<file path="src/rtl/fp_pkg.sv">
// rtl/fp_pkg.sv - shared single-precision field widths, constants, flag indices and operand classes
package fp_pkg;

    localparam int DATA_W = 32;
    localparam int EXP_W  = 8;
    localparam int MANT_W = 23;
    localparam int BIAS   = 127;
    localparam int FLAG_W = 5;

    localparam logic [DATA_W-1:0] QNAN_WORD = 32'h7FC00000;
    localparam logic [EXP_W-1:0]  EXP_ONES  = 8'hFF;
    localparam logic [EXP_W-1:0]  EXP_ZERO  = 8'h00;

    localparam int FLG_INVALID = 4;
    localparam int FLG_OVF     = 3;
    localparam int FLG_UNF     = 2;
    localparam int FLG_INF     = 1;
    localparam int FLG_ZERO    = 0;

    typedef enum logic [1:0] {
        CLS_NORM = 2'd0,
        CLS_ZERO = 2'd1,
        CLS_INF  = 2'd2,
        CLS_NAN  = 2'd3
    } op_class_e;

    // Denormals (exp==0) are treated as zero; width-agnostic so any format can use it
    function automatic op_class_e classify(input logic exp_zero, input logic exp_ones,
                                           input logic mant_nz);
        op_class_e cls;
        cls = CLS_NORM;
        if (exp_zero)
            cls = CLS_ZERO;
        else if (exp_ones)
            cls = mant_nz ? CLS_NAN : CLS_INF;
        return cls;
    endfunction

endpackage

</file>
<file path="src/rtl/fp_mul_fixup.sv">
// rtl/fp_mul_fixup.sv - combinational special-case fix-up of a raw multiplier product
module fp_mul_fixup
    import fp_pkg::*;
#(
    parameter int                    DATA_WIDTH = DATA_W,
    parameter int                    EXP_WIDTH  = EXP_W,
    parameter int                    MANT_WIDTH = MANT_W,
    parameter logic [DATA_WIDTH-1:0] QNAN       = QNAN_WORD
) (
    input  logic [DATA_WIDTH-1:0] i_num_a,
    input  logic [DATA_WIDTH-1:0] i_num_b,
    input  logic [DATA_WIDTH-1:0] i_result,
    output logic [DATA_WIDTH-1:0] o_result,
    output logic [FLAG_W-1:0]     o_flags
);

    localparam int SUM_W = EXP_WIDTH + 2;
    localparam int EBIAS = (1 << (EXP_WIDTH - 1)) - 1;
    localparam int EMAX  = (1 << EXP_WIDTH) - 1;

    logic [EXP_WIDTH-1:0]    w_exp_a;
    logic [EXP_WIDTH-1:0]    w_exp_b;
    logic [EXP_WIDTH-1:0]    w_exp_r;
    op_class_e               w_cls_a;
    op_class_e               w_cls_b;
    logic                    w_sign;
    logic signed [SUM_W-1:0] w_esum;
    logic                    w_unused_raw_sign;

    assign w_exp_a = i_num_a[DATA_WIDTH-2 -: EXP_WIDTH];
    assign w_exp_b = i_num_b[DATA_WIDTH-2 -: EXP_WIDTH];
    assign w_exp_r = i_result[DATA_WIDTH-2 -: EXP_WIDTH];

    // The multiplier's sign is ignored; the sign is always recomputed from the operands
    assign w_unused_raw_sign = i_result[DATA_WIDTH-1];

    assign w_cls_a = classify(~|w_exp_a, &w_exp_a, |i_num_a[MANT_WIDTH-1:0]);
    assign w_cls_b = classify(~|w_exp_b, &w_exp_b, |i_num_b[MANT_WIDTH-1:0]);
    assign w_sign  = i_num_a[DATA_WIDTH-1] ^ i_num_b[DATA_WIDTH-1];

    // Two guard bits keep the biased sum signed and wide enough for 2*EMAX-EBIAS
    assign w_esum = $signed({2'b00, w_exp_a}) + $signed({2'b00, w_exp_b})
                  - $signed(SUM_W'(EBIAS));

    // Priority-ordered special-case selection; the mantissa is never rounded
    always_comb begin
        o_result = '0;
        o_flags  = '0;
        if (w_cls_a == CLS_NAN || w_cls_b == CLS_NAN ||
            (w_cls_a == CLS_INF && w_cls_b == CLS_ZERO) ||
            (w_cls_a == CLS_ZERO && w_cls_b == CLS_INF)) begin
            o_result             = QNAN;
            o_flags[FLG_INVALID] = 1'b1;
        end else if (w_cls_a == CLS_INF || w_cls_b == CLS_INF) begin
            o_result         = {w_sign, {EXP_WIDTH{1'b1}}, {MANT_WIDTH{1'b0}}};
            o_flags[FLG_INF] = 1'b1;
        end else if (w_cls_a == CLS_ZERO || w_cls_b == CLS_ZERO) begin
            o_result          = {w_sign, {EXP_WIDTH{1'b0}}, {MANT_WIDTH{1'b0}}};
            o_flags[FLG_ZERO] = 1'b1;
        end else if (w_esum >= $signed(SUM_W'(EMAX)) ||
                     (w_esum == $signed(SUM_W'(EMAX - 1)) && (&w_exp_r))) begin
            o_result         = {w_sign, {EXP_WIDTH{1'b1}}, {MANT_WIDTH{1'b0}}};
            o_flags[FLG_OVF] = 1'b1;
            o_flags[FLG_INF] = 1'b1;
        end else if (w_esum <= $signed(SUM_W'(0))) begin
            o_result          = {w_sign, {EXP_WIDTH{1'b0}}, {MANT_WIDTH{1'b0}}};
            o_flags[FLG_UNF]  = 1'b1;
            o_flags[FLG_ZERO] = 1'b1;
        end else begin
            o_result = {w_sign, i_result[DATA_WIDTH-2:0]};
        end
    end

endmodule

</file>
<file path="src/rtl/fp_mul_post.sv">
// rtl/fp_mul_post.sv - registered multiplier post-stage with 2-entry skid buffer and sticky flags
module fp_mul_post
    import fp_pkg::*;
#(
    parameter int                    DATA_WIDTH = DATA_W,
    parameter int                    EXP_WIDTH  = EXP_W,
    parameter int                    MANT_WIDTH = MANT_W,
    parameter logic [DATA_WIDTH-1:0] QNAN       = QNAN_WORD
) (
    input  logic                  clk,
    input  logic                  rst,
    input  logic                  in_valid,
    output logic                  in_ready,
    input  logic [DATA_WIDTH-1:0] in_numA,
    input  logic [DATA_WIDTH-1:0] in_numB,
    input  logic [DATA_WIDTH-1:0] in_result,
    output logic                  out_valid,
    input  logic                  out_ready,
    output logic [DATA_WIDTH-1:0] out_result,
    output logic [FLAG_W-1:0]     out_flags,
    input  logic                  in_flag_clr,
    output logic [FLAG_W-1:0]     out_sticky
);

    localparam int ENT_W = FLAG_W + DATA_WIDTH;

    logic [DATA_WIDTH-1:0] w_fix_result;
    logic [FLAG_W-1:0]     w_fix_flags;
    logic [ENT_W-1:0]      w_new_ent;
    logic                  w_push;
    logic                  w_pop;
    logic [1:0]            w_count_nxt;

    logic [ENT_W-1:0]      r_ent0;
    logic [ENT_W-1:0]      r_ent1;
    logic [1:0]            r_count;
    logic                  r_in_ready;
    logic                  r_out_valid;
    logic [FLAG_W-1:0]     r_sticky;

    fp_mul_fixup #(
        .DATA_WIDTH (DATA_WIDTH),
        .EXP_WIDTH  (EXP_WIDTH),
        .MANT_WIDTH (MANT_WIDTH),
        .QNAN       (QNAN)
    ) u_fixup (
        .i_num_a  (in_numA),
        .i_num_b  (in_numB),
        .i_result (in_result),
        .o_result (w_fix_result),
        .o_flags  (w_fix_flags)
    );

    assign w_new_ent = {w_fix_flags, w_fix_result};
    assign w_push    = in_valid && r_in_ready;
    assign w_pop     = r_out_valid && out_ready;

    assign in_ready   = r_in_ready;
    assign out_valid  = r_out_valid;
    assign out_result = r_ent0[DATA_WIDTH-1:0];
    assign out_flags  = r_ent0[ENT_W-1 -: FLAG_W];
    assign out_sticky = r_sticky;

    // Occupancy after this edge; drives the registered ready/valid
    always_comb begin
        w_count_nxt = r_count;
        case ({w_push, w_pop})
            2'b10:   w_count_nxt = r_count + 2'd1;
            2'b01:   w_count_nxt = r_count - 2'd1;
            default: w_count_nxt = r_count;
        endcase
    end

    // Skid buffer: entry 0 is always the head presented downstream
    always_ff @(posedge clk or posedge rst) begin
        if (rst) begin
            r_ent0      <= '0;
            r_ent1      <= '0;
            r_count     <= 2'd0;
            r_in_ready  <= 1'b1;
            r_out_valid <= 1'b0;
        end else begin
            r_count     <= w_count_nxt;
            r_in_ready  <= (w_count_nxt != 2'd2);
            r_out_valid <= (w_count_nxt != 2'd0);
            case ({w_push, w_pop})
                2'b10: begin
                    if (r_count == 2'd0)
                        r_ent0 <= w_new_ent;
                    else
                        r_ent1 <= w_new_ent;
                end
                2'b01: begin
                    r_ent0 <= r_ent1;
                end
                2'b11: begin
                    if (r_count == 2'd2) begin
                        r_ent0 <= r_ent1;
                        r_ent1 <= w_new_ent;
                    end else begin
                        r_ent0 <= w_new_ent;
                    end
                end
                default: ;
            endcase
        end
    end

    // Sticky status: flags of a completing transfer win over a simultaneous clear
    always_ff @(posedge clk or posedge rst) begin
        if (rst)
            r_sticky <= '0;
        else if (w_pop)
            r_sticky <= (in_flag_clr ? '0 : r_sticky) | out_flags;
        else if (in_flag_clr)
            r_sticky <= '0;
    end

endmodule

</file>
<file path="config.mk">
export PLATFORM = sky130hd
export DESIGN_NAME = fp_mul_post
export DESIGN_NICKNAME = d
export VERILOG_FILES = /design/src/rtl/fp_pkg.sv /design/src/rtl/fp_mul_fixup.sv /design/src/rtl/fp_mul_post.sv
export SDC_FILE = /design/constraint.sdc
export NUM_CORES = 1
export LEC_CHECK = 0
export CAP_MARGIN = 10
export CELL_PAD_IN_SITES_DETAIL_PLACEMENT = 0
export CELL_PAD_IN_SITES_GLOBAL_PLACEMENT = 1
export CORE_ASPECT_RATIO = 2
export CORE_UTILIZATION = 35
export DETAILED_ROUTE_END_ITERATION = 6
export PLACE_DENSITY = 0.82
export SETUP_SLACK_MARGIN = 0.3
export SLEW_MARGIN = 20
export SYNTH_ARGS = -nofsm -noshare
export SYNTH_HDL_FRONTEND = slang
export SYNTH_SLANG_ARGS = --single-unit
</file>
<file path="constraint.sdc">
create_clock -name clk -period 3.36 [get_ports clk]
set_input_delay 0.336 -clock clk [delete_from_list [all_inputs] [get_ports clk]]
set_output_delay 0.336 -clock clk [all_outputs]
set_load 0.03 [all_outputs]
</file>
Word-level counts from Yosys, hierarchy flattened --
Cells that the tools add are included.
Storage, ports and cells: bits in registers 83, output and inout port bits 44
Operators by class: add/sub/neg operators 4, $lt $le $gt $ge 2, equal/unequal tests 15, mux-type cells 30, bitwise gates (word level) 2, reduce and logical (&&, ||, !) cells 24
Operator list (number):
- 37-bit 2-to-1 mux | 4
- 31-bit 2-to-1 mux | 4
- 37-bit case mux with 3 select lines | 1
- 37-bit case mux with 2 select lines | 1
- 23-bit OR reduction | 2
- 32-bit 2-to-1 mux | 1
- 8-bit AND reduction | 3
- 8-bit OR reduction | 2
- 2-bit equality test (second input constant) | 7
- 10-bit by 9-bit equality test with 1-bit output (second input constant) | 1
- 10-bit by 9-bit >= comparator with 1-bit output (second input constant) | 1
- 10-bit by 1-bit <= comparator with 1-bit output (second input constant) | 1
- 2-bit 2-to-1 mux | 5
- 5-bit 2-to-1 mux | 2
- 10-bit by 8-bit subtractor with 10-bit output (second input constant) | 1
- 8-bit by 8-bit adder with 9-bit output | 1
- 1-bit 2-to-1 mux | 9
- 2-bit inequality test (second input constant) | 4
- 2-bit by 1-bit equality test with 1-bit output (second input constant) | 3
- 1-bit logical OR | 6
- 1-bit logical AND | 5
- 5-bit OR | 1
- 4-bit 2-to-1 mux | 1
- 2-bit case mux with 2 select lines | 1
- other kinds (9) | 10

Longest topological paths before layout --
depth in word-level cells 11, mapped depth 13

Modules after synthesis --
A second synthesis with hierarchy kept.
Second synthesis, totals: cell total of the unflattened synthesis 579, area, all modules 5559.1 µm²
By module, submodules not included:
- fp_mul_post | times used 1, cells an instance 415, area each 4252.8 µm², seq. area each 2078.2 µm²
- fp_mul_fixup | times used 1, cells an instance 164, area each 1306.3 µm², seq. area each 0.0 µm²

Worst setup path after synthesis --
No wires, ideal clock.
kind reg-to-reg, start point register r_out_valid, in the netlist out_valid, end point register r_ent1[24], setup time 0.094 ns, arrival time 2.871 ns, data required time 3.266 ns, slack 0.395 ns, cell stages (with the launch flop) 12, path through dfrtp_1 -> nand2_1 -> inv_1 -> clkbuf_1 -> clkbuf_1 -> ha_1 -> clkbuf_1 -> nor2_1 -> a211oi_1 -> clkbuf_1 -> nor2_1 -> a211oi_1
Between the ends: cells in the longest elaborated chain, start to end 4, elaborated cells between the ends (all ways) 8, those cells by class 4 x eq/ne; 1 x mux; 3 x reduce/logical
Ends and longest elaborated chain:
- from (decl) | line fp_mul_post.sv:38 | logic r_out_valid;
- from (signal assigned) | line fp_mul_post.sv:85 | r_out_valid <= (w_count_nxt != 2'd0);
- 1-bit logical AND (*) | line fp_mul_post.sv:56 | assign w_pop = r_out_valid && out_ready;
- 2-bit equality test | line fp_mul_post.sv:86 | case ({w_push, w_pop})
- 2-bit inequality test (no source line) or 2-bit nonzero test (tied branches)
- 3-bit AND reduction (no source line)
- to (signal assigned) | line fp_mul_post.sv:91 | r_ent1 <= w_new_ent;
- to (signal assigned) | line fp_mul_post.sv:99 | r_ent1 <= w_new_ent;
- to (decl) | line fp_mul_post.sv:35 | logic [ENT_W-1:0] r_ent1;
Mark *: on every way between the ends. The rest lies on a longest branch, timed or not. A chain may end at the register's enable or synchronous reset.

Worst setup path in the final report --
start point input in_numA[23], end point register r_ent1[22]
Between the ends: cells in the longest elaborated chain, start to end 11, elaborated cells between the ends (all ways) 29, those cells by class 2 x add/sub; 2 x order compare; 4 x eq/ne; 10 x mux; 11 x reduce/logical
Ends and longest elaborated chain:
- from (decl) | line fp_mul_post.sv:14 | input logic [DATA_WIDTH-1:0] in_numA,
- parallel branches: the longest is 8 deep, another holds 10-bit by 8-bit subtractor with 10-bit output
- 32-bit 2-to-1 mux (*) | line fp_mul_fixup.sv:49 | if (w_cls_a == CLS_NAN || w_cls_b == CLS_NAN ||
- 37-bit 2-to-1 mux, on equally long branches | line fp_mul_post.sv:97, fp_mul_post.sv:88
- 37-bit case mux with 2 select lines (*) | line fp_mul_post.sv:86
Mark *: on every way between the ends. The select of a mux whose other input is x is not followed.

==> flow_results.xml <==
<?xml version="1.0" encoding="UTF-8"?>
<metrics>
  <group name="worst_setup_path">
    <metric name="cp_data_arrival_time" unit="ps">3110</metric>
    <metric name="crit_buf_inv" unit="">3</metric>
    <metric name="r2r_setup_slack" unit="ps">800</metric>
    <metric name="timing.critical_path.fanout_max" unit="">14</metric>
    <metric name="timing.critical_path.slowest_stage_cell" unit="">clkdlybuf4s50_1</metric>
    <metric name="timing.critical_path.slowest_cell_delay" unit="ps">510</metric>
    <metric name="critical_path.cell_chain" unit="">clkdlybuf4s50_1, ha_1, inv_1, fa_1, nor2b_1, o211a_1, o22a_1, and3_1, a21oi_2, buf_4, a221o_1</metric>
    <metric name="cp_data_required_time" unit="ps">3570</metric>
    <metric name="timing.setup.critical_path_class" unit="">in2reg</metric>
    <metric name="cp-end-kind" unit="">flip-flop</metric>
    <metric name="start_kind" unit="">input pin</metric>
    <metric name="critPathTopFamily" unit="">compound AO/OA/AOI/OAI gates</metric>
  </group>
  <group name="logic_synthesis">
    <metric name="ys_warn_count" unit="">0</metric>
    <metric name="synth-async-reset-ratio" unit="">1.00</metric>
    <metric name="synth_seq_area_share" unit="">0.424</metric>
    <metric name="synth-edff-count" unit="">0</metric>
    <metric name="syn-mean-instance-area" unit="µm²">8.40</metric>
    <metric name="syn_nets" unit="">696</metric>
    <metric name="postSynthCellCount" unit="">583</metric>
    <metric name="ys_types" unit="">54</metric>
    <metric name="yosys.area.top_type" unit="">dfrtp_1</metric>
    <metric name="synthesized_cell_area" unit="µm²">4900</metric>
    <metric name="total_of_flip_flops_plus_latches_after_synthesis" unit="">83</metric>
    <metric name="synthFlopType" unit="">dfrtp_1</metric>
    <metric name="synthDominantCellAreaShare" unit="">0.419</metric>
    <metric name="ys_top_cells_by_area" unit="">dfrtp_1 (42%), a21oi_1 (6.5%), nand2_1 (5.6%), nor2_1 (5.1%), o211ai_1 (3.5%)</metric>
  </group>
  <group name="clock_network">
    <metric name="count_of_hold_fix_buffers_inserted_at_cts" unit="">0</metric>
    <metric name="cts_root_buffer" unit="">clkbuf_16</metric>
    <metric name="tritoncts_clock_tree" unit="">done</metric>
    <metric name="largest_buffer_count_on_any_clock_path" unit="">2</metric>
    <metric name="ctsHtreeMaxLevel" unit="">3</metric>
    <metric name="post_cts_resized" unit="">0</metric>
    <metric name="worst_setup_hold_path_clk_slew" unit="ps">60</metric>
    <metric name="numCtsBuffers" unit="">9</metric>
    <metric name="clock_latency_of_the_later_clocked_register_in_the_worst_skew_pair" unit="ps">330</metric>
    <metric name="cts_setup_buffers" unit="">0</metric>
    <metric name="numClockSinks" unit="">83</metric>
  </group>
  <group name="timing">
    <metric name="rsz0062_at_grt" unit="">false</metric>
    <metric name="final_period_minus_worst_setup_slack" unit="ps">2900</metric>
    <metric name="post-route-period-util" unit="">0.862</metric>
    <metric name="timing.final.hold_violations" unit="">0</metric>
    <metric name="setup_tns" unit="ps">0</metric>
    <metric name="maxSlewViolCount" unit="">0</metric>
    <metric name="slew_headroom" unit="">0.465</metric>
    <metric name="fin_worst_skew" unit="ps">4.95</metric>
    <metric name="setup_violations" unit="">0</metric>
    <metric name="max_freq" unit="MHz">345</metric>
    <metric name="worst_slew_pin_slew" unit="ps">803</metric>
  </group>
  <group name="global_routing">
    <metric name="met2_usage" unit="">0.434</metric>
    <metric name="layer_carrying_the_most_global_route_usage" unit="">met2</metric>
    <metric name="via_count_of_the_first_global_routing_pass" unit="">5195</metric>
    <metric name="globalRouteMet1Util" unit="">0.231</metric>
    <metric name="grt_pass1_wl" unit="µm">25500</metric>
    <metric name="globalRouteMet3Util" unit="">0.0287</metric>
    <metric name="grt_overflow_total" unit="">0</metric>
    <metric name="global_route.usage.total" unit="">0.222</metric>
    <metric name="largest_net_degree_at_the_start_of_global_routing" unit="">45</metric>
    <metric name="grt_antenna_before_repair" unit="">0</metric>
  </group>
  <group name="pwr">
    <metric name="power_density" unit="nW/µm²">861</metric>
    <metric name="p_leak" unit="nW">2.78</metric>
    <metric name="max-vdd-ir-drop" unit="V">0.000306</metric>
  </group>
  <group name="drt">
    <metric name="vias" unit="">5044</metric>
    <metric name="drt-pass1-iter-count" unit="">5</metric>
    <metric name="iteration_0_drc_markers" unit="">233</metric>
    <metric name="routed_wl" unit="µm">15500</metric>
    <metric name="vias_per_cell" unit="">5.56</metric>
    <metric name="post-route-drc-count" unit="">0</metric>
    <metric name="antenna_left" unit="">0</metric>
    <metric name="detail_route.wl_per_cell" unit="µm">17.1</metric>
  </group>
  <group name="die">
    <metric name="die_height" unit="µm">169</metric>
    <metric name="floorplan.die_area" unit="µm²">14500</metric>
    <metric name="ios" unit="">145</metric>
    <metric name="die_w" unit="µm">85.6</metric>
    <metric name="num_rows" unit="">60</metric>
    <metric name="core_area" unit="µm²">13600</metric>
    <metric name="initial_core_util" unit="">0.360</metric>
  </group>
  <group name="flow_run">
    <metric name="cap_viol_max_count" unit="">0</metric>
  </group>
  <group name="placed_design">
    <metric name="numPlacedInstances" unit="">892</metric>
    <metric name="dp_hpwl" unit="µm">11300</metric>
    <metric name="port_buffers" unit="">143</metric>
    <metric name="gp_congestion" unit="">0.840</metric>
  </group>
  <group name="final_layout">
    <metric name="layoutNonFillerInstCount" unit="">907</metric>
    <metric name="syn2layout_area_growth" unit="%">41.0</metric>
    <metric name="layout_commonest_cell" unit="">clkdlybuf4s50_1</metric>
    <metric name="antennaDiodeCount" unit="">0</metric>
    <metric name="filler_cell_count" unit="">1294</metric>
    <metric name="drive_above_1_share" unit="">0.0721</metric>
    <metric name="finalNetCount" unit="">830</metric>
    <metric name="layout.cells.most_common_list" unit="">clkdlybuf4s50_1 (143), dfrtp_1 (82), nand2_1 (73)</metric>
  </group>
  <group name="run_status">
    <metric name="status" unit="">completed</metric>
  </group>
  <group name="hold_path">
    <metric name="hold_class" unit="">in2async</metric>
  </group>
</metrics>
metal layers:
| layer | routed length [µm] | share of wire |
|---|---|---|
| met2 | 8700 | 0.56 |
| met3 | 789 | 0.051 |
| met1 | 5490 | 0.35 |
| met5 | 0 | 0 |
| met4 | 514 | 0.033 |
layout make-up:
| cell class | count | area [µm²] | area share |
|---|---|---|---|
| flip-flops and latches | 83 | 2080 | 0.301 |
| clock buffers | 11 | 253 | 0.0366 |
| clock inverters | 4 | 73.8 | 0.0107 |
| repair buffers | 161 | 1590 | 0.230 |
| multi-input cells | 447 | 2620 | 0.379 |
| inverters | 15 | 57.6 | 0.00833 |
| well taps | 186 | 233 | 0.0337 |
through the flow:
stage          power [mW]  setup WS, ps  hold WS (ps)  cell area, µm²  utilization
4_1_cts              5.98           487           475            6910        0.508
5_1_grt              6.35           333           518            6910        0.508
3_3_place_gp         4.80           190           466            6580        0.484
6_report             5.95           462           441            6910        0.508
3_5_place_dp         4.89           137           470            6580        0.484
2_1_floorplan        3.69           395           432            4900            -
Yosys cell counts (11+ instances only):
master	number
nand3_1	16
dfrtp_1	82
nor4_1	12
nor2_1	67
o21ai_0	28
inv_1	15
clkbuf_1	31
a21oi_1	64
o21ai_1	18
ha_1	11
o211ai_1	23
nand2_1	73
o22ai_1	26
kinds of logic after synthesis:
logic type,count (synthesis),synth area share
AO/OA/AOI/OAI,205,0.267
XOR/XNOR,7,0.0125
adder cells (fa/ha/maj),12,0.0322
buffers and inverters,53,0.0473
flip-flops,83,0.424
multiplexers,2,0.00460
AND/OR/NAND/NOR,221,0.212
report_power, final:
| part | leakage, nW | switching, mW | total [mW] | internal [mW] |
|---|---|---|---|---|
| clock network | 0.162 | 0.389 | 1.08 | 0.687 |
| registers | 1.03 | 0.372 | 1.88 | 1.50 |
| logic | 1.59 | 1.79 | 2.99 | 1.21 |
| total | 2.78 | 2.55 | 5.95 | 3.40 |
state kept, by name, summed over array words and instances, names as in the netlist:
name / cells
out_valid: 1
r_ent1: 37
out_sticky: 5
r_ent0: 37
in_ready: 1
r_count: 2
worst paths after layout:
kind / from / to / cells after the start
worst min-delay path: rst / r_ent0[18] / 2
max in group asynchronous: rst / r_ent1[13] / 3
min in group clk: r_ent1[32] / r_ent1[32] / 1
worst max-delay path: in_numA[23] / r_ent1[22] / 11
worst min register to register: r_ent1[32] / r_ent1[32] / 1
worst max register to register: out_valid / r_ent0[22] / 7
Power figures use the tool's default switching activity.
